### src/rtl/pc_gen.sv
// pc_gen: fetch program-counter generator and instruction-fetch request front end.
// Holds the fetch PC, issues valid/ready requests to instruction memory and
// redirects on taken branches, JAL and JALR from the execute stage.
//
// Optional feature macro: PC_GEN_MISALIGN_TRAP_EN
//   defined   -> a redirect target with bit 1 set is replaced by TRAP_VEC and
//                the sticky misalign flag is raised
//   undefined -> targets pass through unchanged, misalign is tied to 0
//
// state | meaning
// IDLE  | no fetch request outstanding
// REQ   | request outstanding, no redirect waiting
// PEND  | request outstanding, redirect target parked in pend_pc
module pc_gen #(
  parameter logic [31:0] RESET_PC = 32'h0000_0000,
  parameter logic [31:0] TRAP_VEC = 32'h0000_0100
) (
  input  logic        clk,
  input  logic        rst,
  input  logic        stall,
  input  logic        ex_valid,
  input  logic [6:0]  opc,
  input  logic        br_taken,
  input  logic [31:0] pc_ex,
  input  logic [31:0] imm,
  input  logic [31:0] rs1,
  output logic        req_valid,
  input  logic        req_ready,
  output logic [31:0] pc,
  output logic        resp_kill,
  output logic        flush,
  output logic        misalign
);

  localparam logic [6:0] OPC_BRANCH = 7'b1100011;
  localparam logic [6:0] OPC_JAL    = 7'b1101111;
  localparam logic [6:0] OPC_JALR   = 7'b1100111;

  typedef enum logic [1:0] {
    IDLE = 2'd0,
    REQ  = 2'd1,
    PEND = 2'd2
  } state_t;

  state_t      state;
  state_t      state_nxt;
  logic        redirect;
  logic        handshake;
  logic [31:0] target_raw;
  logic [31:0] target;
  logic [31:0] pend_pc;

  // redirect decode and raw target arithmetic (32-bit modulo)
  always_comb begin
    redirect = ex_valid & (((opc == OPC_BRANCH) & br_taken) |
                           (opc == OPC_JAL) | (opc == OPC_JALR));
    if (opc == OPC_JALR) target_raw = (rs1 + imm) & ~32'h1;
    else                 target_raw = pc_ex + imm;
  end

`ifdef PC_GEN_MISALIGN_TRAP_EN
  logic misalign_q;

  assign target   = target_raw[1] ? TRAP_VEC : target_raw;
  assign misalign = misalign_q;

  // sticky misaligned-target flag, cleared only by reset
  always_ff @(posedge clk or posedge rst) begin
    if (rst)                            misalign_q <= 1'b0;
    else if (redirect & target_raw[1])  misalign_q <= 1'b1;
  end
`else
  logic [31:0] unused_trap_vec;

  assign unused_trap_vec = TRAP_VEC;
  assign target          = target_raw;
  assign misalign        = 1'b0;
`endif

  assign handshake = req_valid & req_ready;

  // state register
  always_ff @(posedge clk or posedge rst) begin
    if (rst) state <= IDLE;
    else     state <= state_nxt;
  end

  // next-state logic; once raised, the request holds until its handshake
  always_comb begin
    state_nxt = state;
    case (state)
      IDLE:    state_nxt = stall ? IDLE : REQ;
      REQ: begin
        if (handshake)     state_nxt = stall ? IDLE : REQ;
        else if (redirect) state_nxt = PEND;
      end
      PEND: begin
        if (handshake)     state_nxt = stall ? IDLE : REQ;
      end
      default: state_nxt = IDLE;
    endcase
  end

  // outputs decoded from state; wrong-path kill on a handshake that is stale
  always_comb begin
    req_valid = (state != IDLE);
    resp_kill = req_valid & req_ready & ((state == PEND) | redirect);
  end

  // fetch pc and parked redirect target; pc stays put while a request waits
  always_ff @(posedge clk or posedge rst) begin
    if (rst) begin
      pc      <= RESET_PC;
      pend_pc <= 32'h0;
    end else begin
      case (state)
        IDLE: begin
          if (redirect) pc <= target;
        end
        REQ: begin
          if (handshake)     pc      <= redirect ? target : pc + 32'd4;
          else if (redirect) pend_pc <= target;
        end
        PEND: begin
          if (handshake)     pc      <= redirect ? target : pend_pc;
          else if (redirect) pend_pc <= target;
        end
        default: ;
      endcase
    end
  end

  // one-cycle flush per redirect; back-to-back redirects keep it high
  always_ff @(posedge clk or posedge rst) begin
    if (rst) flush <= 1'b0;
    else     flush <= redirect;
  end

endmodule

### config.mk
export PLATFORM = sky130hd
export DESIGN_NAME = pc_gen
export DESIGN_NICKNAME = d
export VERILOG_FILES = /design/src/rtl/pc_gen.sv
export SDC_FILE = /design/constraint.sdc
export NUM_CORES = 1
export LEC_CHECK = 0
export CAP_MARGIN = 40
export CORE_AREA = 3 3 151 153
export DETAILED_ROUTE_END_ITERATION = 10
export DIE_AREA = 0 0 154 156
export PLACE_DENSITY = 0.54
export SETUP_SLACK_MARGIN = 0.05
export SLEW_MARGIN = 20
export SYNTH_ARGS = -nofsm -noshare
export SYNTH_HDL_FRONTEND = slang
export SYNTH_SLANG_ARGS = --single-unit
### constraint.sdc
create_clock -name clk -period 2.49 [get_ports clk]
set_clock_uncertainty 0.1 [all_clocks]
set_input_delay 0.249 -clock clk [delete_from_list [all_inputs] [get_ports clk]]
set_output_delay 0.249 -clock clk [all_outputs]
set_load 0.02 [all_outputs]
==> run_summary.xml <==
<?xml version="1.0" encoding="UTF-8"?>
<metrics>
  <group name="outcome">
    <metric name="status" unit="">finished with violations</metric>
    <metric name="violations" unit="">negative setup slack</metric>
  </group>
  <group name="flow_run">
    <metric name="cap_viol_max_count" unit="">0</metric>
  </group>
  <group name="sta">
    <metric name="fin_crit_sh" unit="%">102</metric>
    <metric name="fmaxAchievable" unit="MHz">395</metric>
    <metric name="max_slew.worst_pin.slew" unit="ps">528</metric>
    <metric name="max-slew-margin-rel" unit="%">64.3</metric>
    <metric name="setup_violations" unit="">7</metric>
    <metric name="timing_hold_violations_final" unit="">0</metric>
    <metric name="timing.final.ws_setup" unit="ps">-43.5</metric>
    <metric name="maxSlewViolCount" unit="">0</metric>
    <metric name="grt_setup_unrepaired" unit="">true</metric>
    <metric name="shortest_period_the_worst_path_allows" unit="ps">2530</metric>
  </group>
  <group name="die">
    <metric name="placeableCoreArea" unit="µm²">21700</metric>
    <metric name="floorplan_die_area" unit="µm²">24000</metric>
    <metric name="initial_core_util" unit="%">33.7</metric>
    <metric name="fp-row-count" unit="">54</metric>
    <metric name="chipWidth" unit="µm">154</metric>
    <metric name="die_outline_height" unit="µm">156</metric>
    <metric name="ios" unit="">145</metric>
  </group>
  <group name="synthesis">
    <metric name="ys_dominant_reg_cell" unit="">dfrtp_1</metric>
    <metric name="synthSimpleGateAreaFrac" unit="%">20.2</metric>
    <metric name="xor_and_xnor_area_share_after_synthesis" unit="%">8.87</metric>
    <metric name="synthesis.instances" unit="">968</metric>
    <metric name="synthesis.area_per_instance" unit="µm²">7.55</metric>
    <metric name="synth_top_family_by_area" unit="">compound AO/OA/AOI/OAI gates</metric>
    <metric name="synth.yosys.seq_area_share" unit="%">22.9</metric>
    <metric name="synth_area" unit="µm²">7310</metric>
    <metric name="synthAdderAreaFrac" unit="%">11.8</metric>
    <metric name="synth-edff-count" unit="">0</metric>
    <metric name="synth.net_count" unit="">1145</metric>
    <metric name="post_synth_num_cell_types" unit="">71</metric>
    <metric name="seq_cells_post_synth" unit="">67</metric>
    <metric name="total_number_of_yosys_warnings" unit="">0</metric>
    <metric name="share_of_the_synthesized_area_in_compound_gates_ao_oa_aoi_oai" unit="%">30.3</metric>
    <metric name="synthMuxAreaShare" unit="%">1.92</metric>
    <metric name="async_reset_ff_share" unit="%">100</metric>
  </group>
  <group name="final_layout">
    <metric name="insertedDiodeCount" unit="">0</metric>
    <metric name="design.final.nets" unit="">1564</metric>
    <metric name="postLayoutCoreUtil" unit="%">58.9</metric>
    <metric name="area_delta_synth_final" unit="%">74.8</metric>
    <metric name="final_layout_size_suffix_gt1_share" unit="%">39.4</metric>
  </group>
  <group name="detailed_routing">
    <metric name="met2_routed_wirelength" unit="µm">12700</metric>
    <metric name="drt_pass1_iterations" unit="">5</metric>
    <metric name="first_iter_violations" unit="">448</metric>
    <metric name="routed-via-count" unit="">8750</metric>
    <metric name="routed_wl" unit="µm">27900</metric>
    <metric name="routed_via_density" unit="">5.24</metric>
    <metric name="routed.top_layer" unit="">met5</metric>
    <metric name="drcViolationCount" unit="">0</metric>
    <metric name="route.detailed.wl_per_inst" unit="µm">16.7</metric>
    <metric name="wirelength_met1" unit="µm">13800</metric>
    <metric name="met3WireLength" unit="µm">1070</metric>
    <metric name="route.antenna.remaining_nets" unit="">0</metric>
  </group>
  <group name="place">
    <metric name="gp_congestion" unit="">0.869</metric>
    <metric name="port_buffers" unit="">143</metric>
    <metric name="pre_cts_slack" unit="ps">-954</metric>
    <metric name="dpl.hpwl" unit="µm">21400</metric>
  </group>
  <group name="clock_network">
    <metric name="cts_max_level" unit="">3</metric>
    <metric name="clkSinkCount" unit="">67</metric>
    <metric name="cts_tree" unit="">yes</metric>
    <metric name="clk_buf_depth" unit="">2</metric>
    <metric name="cts_buffers" unit="">9</metric>
    <metric name="cts.hold.buffers_added" unit="">0</metric>
    <metric name="clock_pin_slew_on_the_worst_setup_and_hold_paths" unit="ps">60</metric>
    <metric name="clkLatencyLatePin" unit="ps">330</metric>
    <metric name="ctsRootBufferMaster" unit="">clkbuf_16</metric>
  </group>
  <group name="grt">
    <metric name="grt_first_pass_wirelength" unit="µm">43600</metric>
    <metric name="number_of_global_route_vias_before_repair" unit="">8554</metric>
    <metric name="antenna_found_initial" unit="">1</metric>
    <metric name="grt_ovf" unit="">0</metric>
    <metric name="grt_max_degree" unit="">68</metric>
    <metric name="grt_usage" unit="%">21.9</metric>
  </group>
  <group name="power_and_ir_drop">
    <metric name="static-leakage-power" unit="nW">5.56</metric>
    <metric name="powerDensity" unit="nW/µm²">644</metric>
    <metric name="ir_worst_vdd" unit="V">0.000399</metric>
    <metric name="p_total" unit="mW">8.24</metric>
  </group>
  <group name="critical_path">
    <metric name="timing.setup.critical_path_class" unit="">input port to flip-flop</metric>
    <metric name="critical_path.max_fanout" unit="">3</metric>
    <metric name="critical_path_arrival" unit="ps">2650</metric>
    <metric name="cp-end-kind" unit="">flip-flop</metric>
    <metric name="timing.critical_path.required" unit="ps">2610</metric>
    <metric name="crit_path_launch_type" unit="">input port</metric>
  </group>
  <group name="hold_path">
    <metric name="worst_hold_check_path_type" unit="">input port to asynchronous set/reset pin</metric>
  </group>
</metrics>
-- metrics by stage --
step | hold slack [ps] | instances | setup TNS, ps | area (µm²)
after CTS | 234 | 1649 | -28.2 | 12200
final | 205 | 1670 | -135 | 12800
after floorplan | 234 | 968 | -373 | 7610
after detailed placement | 364 | 1613 | -40990 | 11300
after global placement | 355 | 1613 | -39390 | 11300
after global routing | 277 | 1670 | -1560 | 12800
-- kinds of logic after synthesis --
family	count (synthesis)
xor gates and xnor gates	74
DFF	67
muxes	13
and+or+nand+nor	316
buffers and inverters	74
other	1
AOI/OAI and AO/OA	355
adders and majority gates	68
-- worst max-delay path: stages --
cell,delay [ps]
buf_2,120
buf_4,140
ha_4,200
nor2b_2,160
a31o_2,220
a211o_1,360
o21ai_2,220
a21oi_2,120
a211oi_2,260
xor2_2,230
buf_4,140
nand2_1,40
and3_1,170
-- path summary, 6_finish.rpt --
check,depth (start not counted),slack (ps),start,endpoint
worst max-delay path,13,-40,imm[2],pc[29]
worst min-delay path,3,200,rst,pc[3]
worst max register to register,10,0,pc[3],pc[29]
worst min register to register,2,370,pend_pc[4],pend_pc[4]
max in group asynchronous,3,1770,rst,pend_pc[25]
min in group clk,4,240,pc_ex[0],pend_pc[0]
-- area by class of cell --
type                    instances  area [µm²]
multi-input cells             828        6510
fillers                      1928        8910
inverters                      29         111
flip-flops and latches         67        1680
clock buffers                  11         233
clock inverters                 3        65.1
well taps                     280         350
repair buffers                452        3830
-- sequential cells by signal, summed over array words and instances, names as in the netlist --
signal	count
pc	32
pend_pc	32
state	2
flush	1
-- cells in the mapped netlist (10+ instances only) --
cell,count,area share [%]
o21ai_0,125,8.6
nand2_1,121,6.2
a21oi_1,80,5.5
nor2_1,70,3.6
dfrtp_1,67,23
ha_1,66,11
xnor2_1,45,5.4
clkbuf_1,41,2.1
xor2_1,29,3.5
inv_1,28,1.4
nand3_1,23,1.6
nand4_1,20,1.7
a21o_1,19,2.0
o21ai_1,17,1.2
nor3_1,16,1.1
nor2b_1,14,1.2
and3_1,13,1.1
a31oi_1,11,0.94
nand2b_1,11,0.94
a211oi_1,10,1.0
-- routing by layer --
| metal | vias up | GRT usage [%] |
|---|---|---|
| met5 | - | 0 |
| met4 | 2 | 3.91 |
| met3 | 26 | 2.25 |
| met2 | 224 | 35.4 |
| met1 | 4100 | 32.1 |
| li1 | 4398 | - |
-- cell usage in the layout (no fill, tap or decap), types with 21 or more instances in the layout --
cell type	n
o21ai_0	97
buf_4	282
dfrtp_1	67
clkdlybuf4s50_1	76
nor2_1	65
xnor2_1	41
ha_1	24
xor2_1	26
ha_4	39
nand2_1	114
inv_1	22
o21ai_1	26
a21oi_1	57
dlygate4sd2_1	21
buf_6	29
-- where the power goes --
part	switching, mW	leakage (nW)	total, mW	internal (mW)
Sequential	0.384	0.855	1.84	1.45
Clock	0.454	0.145	1.32	0.864
Combinational	2.56	4.56	5.08	2.52
-- repair_timing --
| action | 4_1_cts | 5_1_grt |
|---|---|---|
| hold endpoints to repair | 0 | 0 |
| pin swaps | 109 | 63 |
| resized for setup | 303 | 116 |
| buffers inserted | 22 | 19 |
| gates cloned | 0 | 3 |
| endpoints found under the setup margin | 60 | 44 |
No activity file was read; power rests on OpenSTA's default activity.
